$ cat config.mk
export PLATFORM = sky130hd
export DESIGN_NAME = fetch_stage
export DESIGN_NICKNAME = d
export VERILOG_FILES = /design/src/rtl/fetch_stage_pkg.sv /design/src/rtl/program_counter.sv /design/src/rtl/fetch_stage.sv
export SDC_FILE = /design/constraint.sdc
export NUM_CORES = 1
export LEC_CHECK = 0
export CAP_MARGIN = 20
export CORE_UTILIZATION = 60
export CTS_BUF_LIST = sky130_fd_sc_hd__clkbuf_8
export DETAILED_ROUTE_END_ITERATION = 12
export DONT_BUFFER_PORTS = 1
export PLACE_DENSITY = 0.76
export SLEW_MARGIN = 0
export SYNTH_ARGS = -nofsm -noshare
export SYNTH_HDL_FRONTEND = slang
export SYNTH_SLANG_ARGS = --single-unit
$ cat constraint.sdc
create_clock -name clock -period 3.2 [get_ports clock]
set_input_delay 0 -clock clock [delete_from_list [all_inputs] [get_ports clock]]
set_output_delay 0 -clock clock [all_outputs]
set_load 0.01 [all_outputs]
$ cat src/rtl/fetch_stage_pkg.sv
// Shared definitions for the instruction fetch stage.
//   t_word        : 32-bit bus word / address type
//   t_opcode      : 5-bit major opcode held in instruction bits [31:27]
//   t_fetch_state : fetch sequencer states (FETCH, FLUSH, HALTED)
//   nop_word()    : the canonical NOP instruction word
package fetch_stage_pkg;

  typedef logic [31:0] t_word;

  typedef enum logic [4:0] {
    OPCODE_LOAD   = 5'h01,
    OPCODE_STORE  = 5'h02,
    OPCODE_BRANCH = 5'h03,
    OPCODE_JUMP   = 5'h04,
    OPCODE_NOP    = 5'h1F
  } t_opcode;

  typedef enum logic [1:0] {
    FETCH  = 2'd0,
    FLUSH  = 2'd1,
    HALTED = 2'd2
  } t_fetch_state;

  function automatic t_word nop_word();
    return {OPCODE_NOP, 27'h0};
  endfunction

endpackage

$ cat src/rtl/program_counter.sv
// Program counter register for the fetch stage.
//   clock      : rising-edge clock
//   reset      : asynchronous active-high reset, loads RESET_PC
//   load       : load load_value (word-aligned) this edge; highest priority
//   load_value : redirect target; bits [1:0] are forced to zero
//   increment  : advance by one word (wraps 0xFFFF_FFFC -> 0x0000_0000)
//   pc         : current program counter
module program_counter #(
  parameter logic [31:0] RESET_PC = 32'h0000_0000
) (
  input  logic        clock,
  input  logic        reset,
  input  logic        load,
  input  logic [31:0] load_value,
  input  logic        increment,
  output logic [31:0] pc
);

  always_ff @(posedge clock or posedge reset) begin
    if (reset) begin
      pc <= RESET_PC;
    end else if (load) begin
      pc <= load_value & 32'hFFFF_FFFC;
    end else if (increment) begin
      pc <= pc + 32'd4;
    end
  end

endmodule

$ cat src/rtl/fetch_stage.sv
// Instruction fetch stage at the head of the pipeline.
// Owns the PC, reads instructions over the shared bus whenever stage 1 does
// not need it, handles branch/jump redirects by squashing FLUSH_DEPTH slots
// with NOPs, and freezes in HALTED until reset.
//   reset                : asynchronous active-high reset
//   clock                : rising-edge clock
//   memory_access_cycle  : stage 1 owns the bus this cycle
//   new_pc_valid/new_pc  : redirect request and target
//   halt                 : freeze fetch until reset
//   fetch_data           : instruction word returned by the bus
//   fetch_address        : bus address (always the PC)
//   fetch_read           : instruction read request (combinational)
//   outbound_instruction : instruction handed to stage 1
//   outbound_pc          : address of the last real (non-NOP) instruction
module fetch_stage
  import fetch_stage_pkg::*;
#(
  parameter logic [31:0] RESET_PC    = 32'h0000_0000,
  parameter int unsigned FLUSH_DEPTH = 2
) (
  input  logic        reset,
  input  logic        clock,
  input  logic        memory_access_cycle,
  input  logic        new_pc_valid,
  input  logic [31:0] new_pc,
  input  logic        halt,
  input  logic [31:0] fetch_data,
  output logic [31:0] fetch_address,
  output logic        fetch_read,
  output logic [31:0] outbound_instruction,
  output logic [31:0] outbound_pc
);

  localparam logic [2:0] FLUSH_RELOAD = 3'(FLUSH_DEPTH - 1);

  t_fetch_state state;
  logic [2:0]   flush_count;
  logic [31:0]  pc;
  logic         redirect;

  // A halted stage ignores redirects, so the PC must not load either.
  assign redirect      = new_pc_valid && (state != HALTED);
  assign fetch_read    = (state == FETCH) && !memory_access_cycle &&
                         !new_pc_valid && !halt;
  assign fetch_address = pc;

  // The PC advances exactly on edges that complete a real fetch.
  program_counter #(
    .RESET_PC(RESET_PC)
  ) u_program_counter (
    .clock     (clock),
    .reset     (reset),
    .load      (redirect),
    .load_value(new_pc),
    .increment (fetch_read),
    .pc        (pc)
  );

  always_ff @(posedge clock or posedge reset) begin
    if (reset) begin
      state                <= FETCH;
      flush_count          <= '0;
      outbound_instruction <= nop_word();
      outbound_pc          <= RESET_PC;
    end else if (redirect) begin
      outbound_instruction <= nop_word();
      if (FLUSH_DEPTH > 1) begin
        state       <= FLUSH;
        flush_count <= FLUSH_RELOAD;
      end else begin
        state       <= FETCH;
        flush_count <= '0;
      end
    end else if (halt) begin
      state                <= HALTED;
      outbound_instruction <= nop_word();
    end else if (state == HALTED) begin
      outbound_instruction <= nop_word();
    end else if (state == FLUSH) begin
      // The redirect cycle was the first NOP slot, so the last flush
      // cycle is the one that sees a count of 1.
      outbound_instruction <= nop_word();
      flush_count          <= flush_count - 3'd1;
      if (flush_count == 3'd1) begin
        state <= FETCH;
      end
    end else if (memory_access_cycle) begin
      outbound_instruction <= nop_word();
    end else begin
      outbound_instruction <= fetch_data;
      outbound_pc          <= pc;
    end
  end

endmodule

After elaboration in Yosys (flattened, before gate mapping):

Index checks and enable logic that the tools add are counted.

* output and inout port bits: 97
* word-level logic and storage cells: 50
* bits in registers: 101
* input port bits: 69

* muxes and demuxes: 16
* equal/unequal tests: 7
* reduce and logical (&&, ||, !) cells: 15
* bitwise logic cells: 5
* $add $sub $neg: 2

Operators with widths (number)
* two-way mux 32 bit: 7
* adder 32 x 3 -> 32 bit, second input constant: 1
* two-way mux 3 bit: 4
* two-way mux 2 bit: 5
* AND reduction 3 bit: 2
* nonzero test 3 bit: 2
* NOT 1 bit: 5
* AND reduction 5 bit: 1
* logical AND 1 bit: 4
* != test 2 bit, second input constant: 2
* nonzero test 2 bit: 2
* == test 3 x 1 -> 1 bit, second input constant: 1
* logical NOT 1 bit: 3
* != test 3 bit, second input constant: 1
* subtractor 3 x 1 -> 3 bit, second input constant: 1
* == test 2 x 1 -> 1 bit, second input constant: 1
* == test 2 bit, second input constant: 1
* logical NOT 2 bit: 1
* != test 2 x 1 -> 1 bit, second input constant: 1

Depth between registers and ports, before layout:

Gate-level depths: netlist of run 1.

* depth in word-level cells: 6
* mapped depth: 8

Modules after synthesis:

A second synthesis of run 1 with hierarchy kept.

* cells, all modules: 368
* area total of the unflattened synthesis: 4509.3 um^2

Modules (own cells, without submodules)
* fetch_stage: area each 2721.4 um^2, sequential area each 1732.9 um^2, cells each 171, instances 1
* program_counter: area each 1788.0 um^2, sequential area each 750.7 um^2, cells each 197, instances 1

Worst setup path before layout of run 1:

OpenSTA, ideal clock, no wires.

* kind: register to register
* start: register state[0]
* end: register u_program_counter.pc[17]
* path slack: 794 ps
* stages on the path, launching flop included: 9
* data arrival time: 2324 ps
* setup time: 82 ps
* buffers on the path: 2
* period minus slack after synthesis: 2406 ps
* required time: 3118 ps
* cells stage by stage: dfrtp_1 -> inv_1 -> ha_1 -> or4b_4 -> buf_6 -> or3_4 -> buf_6 -> or4_1 -> a31oi_1

* word-level cells in the longest chain between the ends: 5
* elaborated cells between the ends (all ways): 8

Ends and longest elaborated chain
* start: declaration: RTL line fetch_stage.sv:36 `t_fetch_state state;`
* start signal: assignment: RTL line fetch_stage.sv:61 `state <= FETCH;`
* start signal: assignment: RTL line fetch_stage.sv:68 `state <= FLUSH;`
* start signal: assignment: RTL line fetch_stage.sv:71 `state <= FETCH;`
* logical NOT 2 bit: RTL line fetch_stage.sv:43 `assign fetch_read = (state == FETCH) && !memory_access_cycle &&`
* logical AND 1 bit (2 in a row): RTL line fetch_stage.sv:43
* logical AND 1 bit: RTL line fetch_stage.sv:44 `!new_pc_valid && !halt;`
* nonzero test 2 bit (no line)
* end signal: assignment: RTL line program_counter.sv:23 `pc <= load_value & 32'hFFFF_FFFC;`
* end signal: assignment: RTL line program_counter.sv:25 `pc <= pc + 32'd4;`
* end: declaration: RTL line program_counter.sv:16 `output logic [31:0] pc`

Several ways; a longest one is shown, not always the timed one.
A chain may end at the register's enable or synchronous reset.

Worst setup path in the final report of run 1:

* start: register state[0]
* end: register u_program_counter.pc[28]

Same word-level chain as after synthesis.

==> flow_metrics.env, run 1 <==
export IMPL_status="complete, no violations"
export IMPL_clock_path_buffers=2
export IMPL_synth_most_common_cell="dfrtp_1"
export IMPL_die_area_um2=7530
export IMPL_critPathRequiredTime_ns=3.49
export IMPL_yosysSeqAreaShare_pct=56.5
export IMPL_grt_ovfl_total=0
export IMPL_path_clk_slew_ns=0.09
export IMPL_power_density_nw_per_um2=643
export IMPL_cts_tree="done"
export IMPL_ys_ff_latch=97
export IMPL_critPathLaunchType="flop"
export IMPL_synth_ff_type="dfrtp_1"
export IMPL_grt_pass1_wl_mm=16.4
export IMPL_ys_types=47
export IMPL_hold_slack_ns=0.0246
export IMPL_period_share_pct=80.6
export IMPL_insertion_delay_ns=0.36
export IMPL_cts_num_sinks=97
export IMPL_initial_core_util_pct=62.8
export IMPL_clock_skew_ns=0.0119
export IMPL_track_usage_pct=29.2
export IMPL_worst_setup_path_end_kind="flop"
export IMPL_antenna_found_initial=0
export IMPL_syn2layout_area_growth_pct=22.6
export IMPL_syn_area_per_cell_um2=11.1
export IMPL_hpwl_mm=6.47
export IMPL_wl_per_cell_um=18.7
export IMPL_yosysTopAreaCellShare_pct=53.4
export IMPL_rr_worst_depth=6
export IMPL_grt_max_degree=35
export IMPL_cts_buffers=9
export IMPL_num_vias=3306
export IMPL_synth_async_reset_ratio_pct=100
export IMPL_rsz0062_at_grt="false"
export IMPL_drc=0
export IMPL_h_tree_depth=3
export IMPL_gp_congestion=0.808
export IMPL_crit_arrival_ns=2.86
export IMPL_root_buffer="clkbuf_8"
export IMPL_hold_class="in -> reg"
export IMPL_ys_warn_count=0
export IMPL_die_h_um=86.8
export IMPL_fin_crit_ns=2.58
export IMPL_die_w_um=86.8
export IMPL_io_buffers=0
export IMPL_yosysTopAreaCell="dfrtp_1"
export IMPL_drt_initial_drc_count=170
export IMPL_drt_first_pass_iters=4
export IMPL_rows=30
export IMPL_diodes=0
export IMPL_drive_above_1_share_pct=13.1
export IMPL_finalWirelength_mm=10.4
export IMPL_tightestPinTransition_ns=0.979
export IMPL_hold_path_depth=3
export IMPL_cp_max_fo=15
export IMPL_p_leak_nw=2.22
export IMPL_post_cts_buffers=0
export IMPL_synthesis_instances=388
export IMPL_grt_pass1_vias=3263
export IMPL_viasPerCell=5.96
export IMPL_setup_tns_ns=0
export IMPL_path_class="reg -> reg"
export IMPL_fmax_mhz=388
export IMPL_synth_edff_count=0
export IMPL_ant_nets=0
export IMPL_slew_viol_final=0
export IMPL_finalHoldViolCount=0
export IMPL_maxCapViolations=0
export IMPL_synth_area_top_cells="dfrtp_1, mux2_2, and2_1, dfstp_2, nand2_1"
export IMPL_post_route_util_pct=77.0
export IMPL_syn_cell_area_um2=4310
export IMPL_ys_top_cells_by_count="dfrtp_1, and2_1, nand2_1"
export IMPL_setup_viol=0
export IMPL_io_pins=166
export IMPL_coreArea_um2=6870
export IMPL_max_vdd_ir_drop_mv=0.342
export IMPL_fin_nets=529
export IMPL_slew_headroom_pct=34.7
## layout by cell type, fill, tap and decap left out, types with 2 or more instances in the layout
cell type,instances
a21oi_1,2
a31oi_1,16
and2_1,31
and3_1,4
and4_1,3
buf_4,6
bufinv_16,2
clkbuf_8,9
clkinvlp_4,2
conb_1,4
dfrtp_1,92
dfstp_2,5
dlygate4sd3_1,70
ha_1,6
inv_1,8
mux2_2,29
nand2_1,31
nand2b_1,6
nand3_1,15
nand4_1,14
nor2_1,20
nor3_1,3
nor4_1,3
o211ai_1,2
o21ai_0,18
o31ai_1,11
or3_1,6
or4_1,13
xnor2_1,4
xor2_1,4
## flip-flops by register name, indices dropped and copies added, names as in the netlist
name	flops
outbound_instruction	32
flush_count	3
outbound_pc	30
u_program_counter.pc	30
state	2
## cell type report
class / instances / area [um^2]
clock buffer: 9 / 124
clock inverter: 7 / 87.6
fill: 432 / 1580
inverter: 8 / 32.5
multi-input combinational: 262 / 1740
sequential: 97 / 2430
tap: 96 / 120
timing repair buffer: 76 / 746
## power breakdown
| part | internal [mW] | leakage [nW] | switching [mW] |
|---|---|---|---|
| registers | 1.52 | 1.19 | 0.421 |
| logic | 0.331 | 0.921 | 0.273 |
| clock network | 0.434 | 0.108 | 0.427 |
## final timing paths
check | start | end | slack (ns)
min | halt | flush_count[2] | 0.02
max reg2reg | state[0] | u_program_counter.pc[28] | 0.62
max | state[0] | u_program_counter.pc[28] | 0.62
min reg2reg | flush_count[1] | flush_count[1] | 0.51
min in group asynchronous | reset | outbound_pc[5] | 0.12
max in group asynchronous | reset | outbound_instruction[31] | 2.29
## kinds of logic after synthesis
kind of cell               count (synthesis)  synth area share, %
AOI/OAI and AO/OA                         57                 8.39
xor gates and xnor gates                   8                 1.63
other                                      1               0.0870
DFF                                       97                 56.5
and+or+nand+nor                          158                 20.6
muxes                                     29                 7.58
adders and majority gates                  6                 1.74
buffers and inverters                     32                 3.51
## repair_timing
action	in CTS	in global routing
hold buffers	70	0
hold endpoints to repair	125	0
gates resized for setup	0	0
## worst max-delay path: stages (launching register included)
cell and delay [ns]:
dfrtp_1 0.39, inv_1 0.09, ha_1 0.14, or4b_4 0.51, or3_1 0.62, or4_1 0.58
a31oi_1 0.17
## through the flow
stage          instances  setup slack, ns  power [mW]  cell area [um^2]
2_1_floorplan        391            0.675        2.32              4320
3_3_place_gp         469            0.683        2.45              4370
3_5_place_dp         469            0.646        2.49              4370
4_1_cts              555            0.622        3.40              5290
5_1_grt              555            0.506        3.59              5290
6_report             555            0.622        3.40              5290
## routing by layer
| layer | track usage [%] | vias up | wire length (um) |
|---|---|---|---|
| li1 | - | 1514 | - |
| met1 | 35.4 | 1617 | 4110 |
| met3 | 9.14 | 22 | 750 |
| met4 | 13.2 | 0 | 276 |
| met2 | 48.2 | 153 | 5240 |
| met5 | 0 | - | 0 |
Power figures use the tool's default switching activity.
==> run 2: changes to the inputs <==
--- a/config.mk
+++ b/config.mk
@@ -6,11 +6,11 @@
 export NUM_CORES = 1
 export LEC_CHECK = 0
 export CAP_MARGIN = 20
-export CORE_UTILIZATION = 60
+export CORE_UTILIZATION = 59
 export CTS_BUF_LIST = sky130_fd_sc_hd__clkbuf_8
 export DETAILED_ROUTE_END_ITERATION = 12
 export DONT_BUFFER_PORTS = 1
-export PLACE_DENSITY = 0.76
+export PLACE_DENSITY = 0.78
 export SLEW_MARGIN = 0
 export SYNTH_ARGS = -nofsm -noshare
 export SYNTH_HDL_FRONTEND = slang
==> constraint.sdc (replaced) <==
create_clock -name clock -period 2.2 [get_ports clock]
set_input_delay 0 -clock clock [delete_from_list [all_inputs] [get_ports clock]]
set_output_delay 0 -clock clock [all_outputs]
set_load 0.01 [all_outputs]
==> run 2 against run 1 <==
Net effect:
- the flow now finishes with violations (hold timing, setup timing)
- first-iteration DRC count rose by 50%
- sequential cell count did not move
- hold slack got worse by 0.029 ns
- core utilization rose by 4.1 points
- sequential share of layout area fell by 2.6 points
- critical path depth did not move
- maximum frequency rose by 15%
- register-to-register slack got worse by 0.66 ns
- clock skew rose by 0.0059 ns
- via count rose by 5.8%
- critical endpoint is now u_program_counter.pc[22]
- largest cell class unchanged
==> flow_metrics.env, run 2 (same netlist as run 1, synthesis figures left out) <==
export IMPL_status="complete, but fails checks"
export IMPL_violations="hold timing, setup timing"
export IMPL_hpwl_mm=6.99
export IMPL_r2r_end="u_program_counter.pc[22]"
export IMPL_hold_slack_ns=-0.00409
export IMPL_critPathMaxStageDelay_ns=0.51
export IMPL_die_area_um2=7650
export IMPL_crit_arrival_ns=2.52
export IMPL_hold_class="in -> reg"
export IMPL_path_clk_slew_ns=0.10
export IMPL_largest_reg_flops=32
export IMPL_final_cell_mix="dfrtp_1, dlygate4sd3_1, buf_4, nand2_1, and2_1"
export IMPL_maxCapViolations=0
export IMPL_die_h_um=87.5
export IMPL_drt_initial_drc_count=255
export IMPL_final_common_cell="dfrtp_1"
export IMPL_grt_max_degree=41
export IMPL_coreArea_um2=6910
export IMPL_cts_buffers=9
export IMPL_setup_tns_ns=-0.175
export IMPL_drive_above_1_share_pct=22.3
export IMPL_track_usage_pct=30.0
export IMPL_cp_cell_sequence="inv_2 > ha_1 > or4b_4 > or3_4 > or4_1 > a31oi_1"
export IMPL_period_share_pct=102
export IMPL_dp_cells=498
export IMPL_stdcell_count=589
export IMPL_initial_core_util_pct=62.4
export IMPL_wl_per_cell_um=18.8
export IMPL_crit_slowest_cell="or4b_4"
export IMPL_finalWirelength_mm=11.1
export IMPL_startpoint="state[0]"
export IMPL_critPathCapture="u_program_counter.pc[22]"
export IMPL_cts_tree="done"
export IMPL_rsz0062_at_grt="true"
export IMPL_p_leak_nw=2.41
export IMPL_io_buffers=0
export IMPL_root_buffer="clkbuf_8"
export IMPL_num_vias=3499
export IMPL_syn2layout_area_growth_pct=29.9
export IMPL_rows=30
export IMPL_h_tree_depth=3
export IMPL_rrSetupSlack_ns=-0.04
export IMPL_drt_first_pass_iters=5
export IMPL_insertion_delay_ns=0.36
export IMPL_setup_viol=8
export IMPL_ant_nets=0
export IMPL_largest_register="outbound_instruction"
export IMPL_drc=0
export IMPL_grt_pass1_wl_mm=17.1
export IMPL_post_route_util_pct=81.1
export IMPL_io_pins=166
export IMPL_max_vdd_ir_drop_mv=0.609
export IMPL_rr_worst_depth=6
export IMPL_slew_headroom_pct=63.5
export IMPL_gp_congestion=0.851
export IMPL_grt_pass1_vias=3432
export IMPL_top_regs="outbound_instruction: 32 flops, outbound_pc: 30 flops, u_program_counter.pc: 30 flops"
export IMPL_fmax_mhz=446
export IMPL_fin_crit_ns=2.24
export IMPL_tightestPinTransition_ns=0.546
export IMPL_fin_nets=563
export IMPL_critPathRequiredTime_ns=2.48
export IMPL_antenna_found_initial=0
export IMPL_diodes=0
export IMPL_final_area_um2=5600
export IMPL_die_w_um=87.5
export IMPL_viasPerCell=5.94
export IMPL_clock_path_buffers=2
export IMPL_critPathLaunchType="flop"
export IMPL_cp_max_fo=11
export IMPL_fin_ws_ns=-0.0398
export IMPL_clock_skew_ns=0.0178
export IMPL_crit_reg2reg_launch="state[0]"
export IMPL_cts_num_sinks=97
export IMPL_path_class="reg -> reg"
export IMPL_placed_cell_area_um2=4610
export IMPL_grt_ovfl_total=0
export IMPL_slew_viol_final=0
export IMPL_worst_setup_path_end_kind="flop"
export IMPL_finalHoldViolCount=1
export IMPL_power_density_nw_per_um2=915
==> run 2: cell types whose count changed in the layout (fill, tap and decap cells not counted), moves of 2 or more <==
cell / change
or4_4: +2
inv_1: -2
dlygate4sd3_1: -5
or3_4: +2
or4_1: -2
buf_4: +36
inv_2: +2
==> run 2: how the worst min path moves through the flow <==
stage,from,endpoint,slack [ns],depth (start not counted)
floorplan,halt,state[0],0.1,1
global placement,reset,outbound_instruction[17],-0.05,1
detailed placement,reset,outbound_instruction[17],-0.05,1
CTS,memory_access_cycle,outbound_instruction[31],-0.02,3
global route,memory_access_cycle,outbound_instruction[30],0.002,3
finish,memory_access_cycle,outbound_instruction[28],-0.004,3
==> run 2: cell type report <==
type | count | area (um^2)
Clock inverter | 7 | 88.8
Tap cell | 96 | 120
Clock buffer | 9 | 124
Sequential cell | 97 | 2430
Fill cell | 396 | 1310
Timing Repair Buffer | 109 | 997
Inverter | 8 | 33.8
Multi-Input combinational cell | 263 | 1800
==> run 2: repair_timing <==
item	CTS	global route
buffers inserted	7	2
resized for setup	2	9
endpoints found under the hold margin	123	0
gates cloned	1	0
hold buffers	65	0
pin swaps	3	9
setup endpoints to repair	9	20
==> run 2: power breakdown <==
group / internal (mW) / total (mW) / switching (mW)
clock network: 0.633 / 1.24 / 0.609
registers: 2.21 / 2.71 / 0.507
logic: 0.596 / 1.17 / 0.577
==> run 2: through the flow <==
step | total power [mW] | setup slack, ns
after global placement | 3.69 | -0.0184
after CTS | 5.10 | -0.0426
final | 5.13 | -0.0398
after global routing | 5.39 | -0.140
after detailed placement | 3.77 | -0.0769
after floorplan | 3.38 | -0.0652
==> run 2: routing by layer <==
| layer | track usage (%) | wire length [um] | vias up | part of all wire (%) |
|---|---|---|---|---|
| met3 | 10.7 | 1100 | 21 | 9.9 |
| met5 | 0 | 0 | - | 0 |
| li1 | - | - | 1578 | - |
| met1 | 36.1 | 4270 | 1704 | 39 |
| met2 | 49.6 | 5490 | 196 | 50 |
| met4 | 11.2 | 204 | 0 | 1.8 |
==> run 2: worst max-delay path: cells and delay by family, from the launching register on <==
kind            cells  cell delay (ns)
simple gates        3             1.43
flops               1             0.40
compound gates      1             0.16
fa+ha+maj           1             0.12
buf+inv             1             0.06
